### config.mk
export PLATFORM = sky130hd
export DESIGN_NAME = split3
export DESIGN_NICKNAME = d
export VERILOG_FILES = /design/src/rtl/split3.sv
export SDC_FILE = /design/constraint.sdc
export NUM_CORES = 1
export LEC_CHECK = 0
export BUFFER_PORTS_ARGS = -buffer_cell sky130_fd_sc_hd__buf_2
export CORE_AREA = 2 2 80 82
export CTS_CLUSTER_DIAMETER = 30
export CTS_CLUSTER_SIZE = 8
export DETAILED_ROUTE_END_ITERATION = 12
export DIE_AREA = 0 0 82 84
export PLACE_DENSITY = 0.78
export SLEW_MARGIN = 25
export SYNTH_ARGS = -nofsm -noshare
export SYNTH_HDL_FRONTEND = slang
export SYNTH_SLANG_ARGS = --single-unit
### constraint.sdc
create_clock -name clk -period 2.55 [get_ports clk]
set_input_delay 0.3825 -clock clk [delete_from_list [all_inputs] [get_ports clk]]
set_output_delay 0.3825 -clock clk [all_outputs]
set_load 0.02 [all_outputs]
### src/rtl/split3.sv
// split3: drains one input FIFO and steers each packet east/west/local by its signed dx field.
// Define SPLIT3_STATS_EN to add saturating per-port packet counters (count_a/b/c).
module split3 #(
   parameter int unsigned DATA_WIDTH  = 32,
   parameter int unsigned DX_WIDTH    = 9,
   parameter int unsigned COUNT_WIDTH = 16
) (
   input  logic                   clk,
   input  logic                   rst,
   input  logic [DATA_WIDTH-1:0]  din,
   input  logic                   buffer_in_empty,
   input  logic                   buffer_a_full,
   input  logic                   buffer_b_full,
   input  logic                   buffer_c_full,
   output logic                   read_en,
   output logic [DATA_WIDTH-1:0]  dout,
   output logic                   wen_a,
   output logic                   wen_b,
   output logic                   wen_c
`ifdef SPLIT3_STATS_EN
   ,
   output logic [COUNT_WIDTH-1:0] count_a,
   output logic [COUNT_WIDTH-1:0] count_b,
   output logic [COUNT_WIDTH-1:0] count_c
`endif
);

   localparam int unsigned DxLsb = DATA_WIDTH - DX_WIDTH;

   typedef enum logic [1:0] {StIdle, StFetch, StRoute} state_e;
   typedef enum logic [1:0] {DestA, DestB, DestC} dest_e;

   state_e                 state_q, state_d;
   dest_e                  dest_q, dest_d;
   logic [DATA_WIDTH-1:0]  hold_q, hold_d;
   logic [DATA_WIDTH-1:0]  dout_q, dout_d;
   logic                   read_en_q, read_en_d;
   logic [2:0]             wen_q, wen_d;

   logic signed [DX_WIDTH-1:0] dx_in;
   logic                       dest_full;
   logic [2:0]                 dest_onehot;

   assign dx_in = din[DATA_WIDTH-1:DxLsb];

   always_comb begin
      dest_full   = 1'b0;
      dest_onehot = 3'b000;
      unique case (dest_q)
         DestA: begin
            dest_full   = buffer_a_full;
            dest_onehot = 3'b001;
         end
         DestB: begin
            dest_full   = buffer_b_full;
            dest_onehot = 3'b010;
         end
         DestC: begin
            dest_full   = buffer_c_full;
            dest_onehot = 3'b100;
         end
         default: begin
            dest_full   = 1'b1;
            dest_onehot = 3'b000;
         end
      endcase
   end

   always_comb begin
      state_d   = state_q;
      dest_d    = dest_q;
      hold_d    = hold_q;
      dout_d    = dout_q;
      read_en_d = 1'b0;
      wen_d     = 3'b000;
      unique case (state_q)
         StIdle: begin
            if (!buffer_in_empty) begin
               read_en_d = 1'b1;
               state_d   = StFetch;
            end
         end
         StFetch: begin
            hold_d = din;
            // Step dx one hop toward zero; payload below dx is untouched.
            if (dx_in > 0) begin
               dest_d                      = DestA;
               hold_d[DATA_WIDTH-1:DxLsb] = dx_in - DX_WIDTH'(1);
            end else if (dx_in < 0) begin
               dest_d                      = DestB;
               hold_d[DATA_WIDTH-1:DxLsb] = dx_in + DX_WIDTH'(1);
            end else begin
               dest_d = DestC;
            end
            state_d = StRoute;
         end
         StRoute: begin
            // Only the selected port's full flag matters; a stall issues no read.
            if (!dest_full) begin
               dout_d = hold_q;
               wen_d  = dest_onehot;
               if (!buffer_in_empty) begin
                  read_en_d = 1'b1;
                  state_d   = StFetch;
               end else begin
                  state_d = StIdle;
               end
            end
         end
         default: state_d = StIdle;
      endcase
   end

   always_ff @(negedge clk or posedge rst) begin
      if (rst) begin
         state_q   <= StIdle;
         dest_q    <= DestC;
         hold_q    <= '0;
         dout_q    <= '0;
         read_en_q <= 1'b0;
         wen_q     <= 3'b000;
      end else begin
         state_q   <= state_d;
         dest_q    <= dest_d;
         hold_q    <= hold_d;
         dout_q    <= dout_d;
         read_en_q <= read_en_d;
         wen_q     <= wen_d;
      end
   end

   assign read_en = read_en_q;
   assign dout    = dout_q;
   assign wen_a   = wen_q[0];
   assign wen_b   = wen_q[1];
   assign wen_c   = wen_q[2];

`ifdef SPLIT3_STATS_EN
   logic [COUNT_WIDTH-1:0] cnt_q [3];

   always_ff @(negedge clk or posedge rst) begin
      if (rst) begin
         for (int i = 0; i < 3; i++) cnt_q[i] <= '0;
      end else begin
         for (int i = 0; i < 3; i++) begin
            if (wen_d[i] && (cnt_q[i] != '1)) cnt_q[i] <= cnt_q[i] + COUNT_WIDTH'(1);
         end
      end
   end

   assign count_a = cnt_q[0];
   assign count_b = cnt_q[1];
   assign count_c = cnt_q[2];
`endif

endmodule

==> Word-level counts from Yosys, hierarchy flattened <==
Cells that the tools add are included.
{ "totals": {"latch_bits": 0, "ram_bits": 0, "input_bits": 38, "mem_bits_ro": 0, "n_memories": 0, "register_bits": 72, "elab_cells": 36} }
{ "classes": {"multipliers": 0, "reduce_logical": 4, "bitwise_logic": 1, "muxes": 15, "magnitude_cmp": 2, "shifts": 0, "n_eq_ne": 6, "addsub": 2, "div_mod_pow": 0} }
{ "ops": {"columns": ["cell", "count"], "rows": [
  ["2-to-1 mux 9 bit", 2],
  ["adder 9 x 2 -> 9 bit, second input constant", 1],
  ["> comparator 9 x 1 -> 1 bit, second input constant", 1],
  ["< comparator 9 x 1 -> 1 bit, second input constant", 1],
  ["case mux 3 bit (3 select lines)", 1],
  ["subtractor 9 x 2 -> 9 bit, second input constant", 1],
  ["2-to-1 mux 2 bit", 4],
  ["2-to-1 mux 3 bit", 2],
  ["case mux 2 bit (3 select lines)", 1],
  ["== test 2 x 1 -> 1 bit, second input constant", 2],
  ["== test 2 bit, second input constant", 2],
  ["logical NOT 2 bit", 2],
  ["inequality test 2 bit, second input constant", 2],
  ["AND reduction 2 bit", 2],
  ["2-to-1 mux 1 bit", 3],
  ["case mux 1 bit (3 select lines)", 1],
  ["case mux 1 bit (2 select lines)", 1],
  ["inverter 1 bit", 1]
]} }

==> Longest topological paths before layout <==
{ "logic_depth": {"depth_word": 4, "depth_mapped": 7, "mapped_depth_nobuf": 6} }

==> metrics.md <==
| Metric | Value |
|---|---|
| Outcome | `complete, but fails checks` |
| Violated checks | `setup timing` |
| Total Die Area | `6890 um^2` |
| Global routing usage summed across all routing layers | `25.6%` |
| Kind of critical path | `input port to flip-flop` |
| Post-synth top area share | `between 50% and 60%` |
| Synthesized area per cell | `11.0 um^2` |
| Number of antenna violations at the first check in global routing | `0` |
| Cell count after synthesis | `~280` |
| Clock tree from TritonCTS | `done` |
| Port Buffers | `73` |
| Critical Path Source | `din[29]` |
| Average vias per placed instance | `5.40` |
| Number of cells traversed by the worst register-to-register path | `6` |
| Min-Delay Startpoint | `hold_q[7]` |
| Number of sinks handled by clock tree synthesis | `roughly 70` |
| Part of the Yosys area used for sequential elements | `58.3%` |
| Ant. Diodes | `0` |
| I/O pin count | `between 70 and 80` |
| Post-synthesis net count | `321` |
| Placer's final routability congestion estimate | `around 0.9` |
| Die boundary width | `a little over 80 um` |
| Post-detailed-route count of antenna-violating nets | `0` |
| Power per Cell Area | `around 1200 nW/um^2` |
| Cts hold-fix bufs | `0` |
| Drt wl/cell | `between 15 and 20 um` |
| Highest-delay cell along the critical path | `sky130_fd_sc_hd__or4_4` |
| Wire length of the first global-routing pass | `between 10000 and 15000 um` |
| Capture instance of the worst register-to-register path | `dout[19]` |
| Final TNS setup | `-5290 ps` |
| Library cell occupying the most area in the post-synthesis netlist | `sky130_fd_sc_hd__dfrtn_1` |
| Maximum count of clock buffers along a single path | `2` |
| Unique masters post-synth | `46` |
| CTS H-Tree Depth | `3` |
| Cell types occupying the most area after synthesis | `sky130_fd_sc_hd__dfrtn_1 57%, sky130_fd_sc_hd__nand2_1 9.9%, sky130_fd_sc_hd__mux2_2 9.8%` |
| Total via count after detailed routing | `approximately 2700` |
| Worst-case register-to-register setup slack | `~570 ps` |
| Area of the mapped netlist | `between 3000 and 4000 um^2` |
| Filler cell count in the final layout | `around 340` |
| Layout cell share with drive strength beyond 1 | `between 50% and 60%` |
| CP Capture Type | `flip-flop` |
| Buffer cell driving the clock tree root | `sky130_fd_sc_hd__clkbuf_8` |
| Leak Pwr | `between 2 and 2.5 nW` |
| Core footprint | `6100 um^2` |
| Congestion Overflow GR | `0` |
| Worst min-delay path endpoint | `hold_q[7]` |
| Unrepaired setup endpoints after global routing | `true` |
| Reg-to-Reg Start | `dest_q[1]` |
| Worst voltage drop across the vdd grid | `about 0.72 mV` |
| Final layout net count | `457` |
| Series of cell instances along the critical path | `buf_6 -> or4_4 -> o211ai_2 -> nor3_2 -> or3_1` |
| Number of setup violations in the final report | `57` |
| Largest net degree at the start of global routing | `23` |
| Total CTS buffers | `9` |
| Delay of the slowest cell on the worst path | `570 ps` |
| Number of storage elements in the synthesis netlist | `a little over 70` |
| Worst slew slack as a fraction of its limit | `a little over three fifths` |
| Largest fanout on the critical path | `3` |
| Slew @ Worst Pin | `~550 ps` |
| Synth Flop Type | `sky130_fd_sc_hd__dfrtn_1` |
| HPWL after DPL | `approximately 5100 um` |
| MaxCap Viol Count | `0` |
| Clock transition at path regs | `around 50 ps` |
| Std cell rows | `29` |
| Pins Over Slew Limit | `0` |
| Worst-skew pair later-pin latency | `370 ps` |
| Die extent in y | `approximately 84 um` |
| Count of cells along the worst hold path | `2` |
| Worst hold slack across all endpoints | `between 400 and 500 ps` |
| Aggregate routed wire length | `roughly 9000 um` |
| Count of flip-flops with a built-in enable after synthesis | `0` |
| Data arrival time at the worst-slack endpoint | `~1700 ps` |
| Initial DRC Count | `180` |
| Number of synthesis warnings | `0` |
| Area Growth Syn to Fin | `57.4%` |
| Worst clock skew | `roughly 53 ps` |
| Pre-antenna DRT Iters | `4` |
| Fraction of synthesis flops using an asynchronous set or reset pin | `100%` |
| # DRC | `0` |
| Worst endpoint required time | `1430 ps` |
| Final number of hold-violating endpoints | `0` |
| Setup ws final | `-247 ps` |
| Number of global-route vias before repair | `roughly 2700` |
| Starting Density | `50.8%` |
| Category of the worst setup path launch point | `input port` |
| Hold Crit Class | `flip-flop to flip-flop` |
[critical path: cells and delay by family]
kind	cells	cell delay (ps)
buffers and inverters	1	90
AOI/OAI and AO/OA	1	230
and+or+nand+nor	3	970
[worst max path at each step]
stage / to / slack (ps) / cells after the start
2_1_floorplan: hold_q[28] / -550 / 6
3_3_place_gp: hold_q[30] / -610 / 8
3_5_place_dp: hold_q[28] / -650 / 7
4_1_cts: hold_q[30] / -210 / 8
5_1_grt: hold_q[28] / -250 / 5
6_report: hold_q[28] / -250 / 5
[cell families (layout without fill, tap and decap cells)]
| kind of cell | after synthesis | after routing | share of synthesized area (%) |
|---|---|---|---|
| multiplexers | 36 | 36 | 13.0 |
| flip-flops | 72 | 72 | 58.3 |
| adder cells (fa/ha/maj) | 2 | 2 | 0.809 |
| XOR/XNOR | 3 | 3 | 0.849 |
| AO/OA/AOI/OAI | 26 | 26 | 5.99 |
| AND/OR/NAND/NOR | 117 | 117 | 17.1 |
| buffers and inverters | 25 | 166 | 3.96 |
[synthesized netlist by cell type (all sizes together), types with 2 or more instances]
library cell   n
nand2         82
dfrtn         71
mux2          33
buf           13
nor2           7
clkbuf         6
inv            6
nor3           6
nor4           5
o31ai          5
a21oi          4
o21ai          4
mux2i          3
nand2b         3
nand4          3
xnor2          3
a211oi         2
ha             2
nor4b          2
o211ai         2
[per-layer routing]
| metal | part of all wire [%] | up-vias | track usage (%) |
|---|---|---|---|
| met4 | 3.2 | 0 | 10.5 |
| met2 | 54 | 96 | 44.9 |
| li1 | - | 1224 | - |
| met5 | 0 | - | 0 |
| met3 | 4.3 | 26 | 4.55 |
| met1 | 39 | 1351 | 30.3 |
[timing repair]
| action | 4_1_cts | 5_1_grt |
|---|---|---|
| cloned | 3 | 1 |
| hold endpoints to repair | 0 | 0 |
| resized for setup | 65 | 27 |
| buffers inserted | 20 | 14 |
| setup endpoints to repair | 59 | 73 |
| pin swaps | 5 | 5 |
[through the flow]
stage          area (um^2)  utilization (%)  std cells  worst slack, ps  power [mW]
2_1_floorplan         3310                -        281             -551        3.33
3_3_place_gp          3950             64.8        446             -611        3.84
3_5_place_dp          3950             64.8        446             -654        3.96
4_1_cts               4640             76.1        485             -209        5.52
5_1_grt               4870             79.9        499             -255        6.13
6_report              4870             79.9        499             -247        5.85
[placed cells by master, fill, tap and decap left out, drive strengths merged, types with 2 or more instances in the layout]
master,synthesis,final
clkinv,0,2
nor4,5,5
bufinv,0,2
clkbuf,6,13
xnor2,3,3
nor2,7,7
o211ai,2,2
o31ai,5,5
dfrtn,71,71
a211oi,2,2
nand2,82,82
nor4b,2,2
clkinvlp,0,2
ha,2,2
nor3,6,6
o21ai,4,4
nand2b,3,3
inv,6,4
mux2,33,33
mux2i,3,3
buf,13,143
a21oi,4,4
nand4,3,3
[cell type report]
cell class	count	area, um^2	area share [%]
Timing Repair Buffer	144	1290	26.6
Tap cell	77	96.3	1.98
Clock inverter	5	80.1	1.64
Clock buffer	12	155	3.19
Multi-Input combinational cell	184	1400	28.7
Sequential cell	72	1800	37.0
Inverter	5	42.5	0.874
[state kept, by name, summed over array words and instances (netlist names)]
register,flops
dout,32
wen_q,3
dest_q,2
read_en,1
state_q,2
hold_q,32
[report_power, final]
group	internal (mW)	switching, mW	total (mW)
clock network	0.609	0.427	1.04
logic	1.53	1.18	2.71
registers	1.72	0.386	2.10
(Power assumes the default switching activity.)
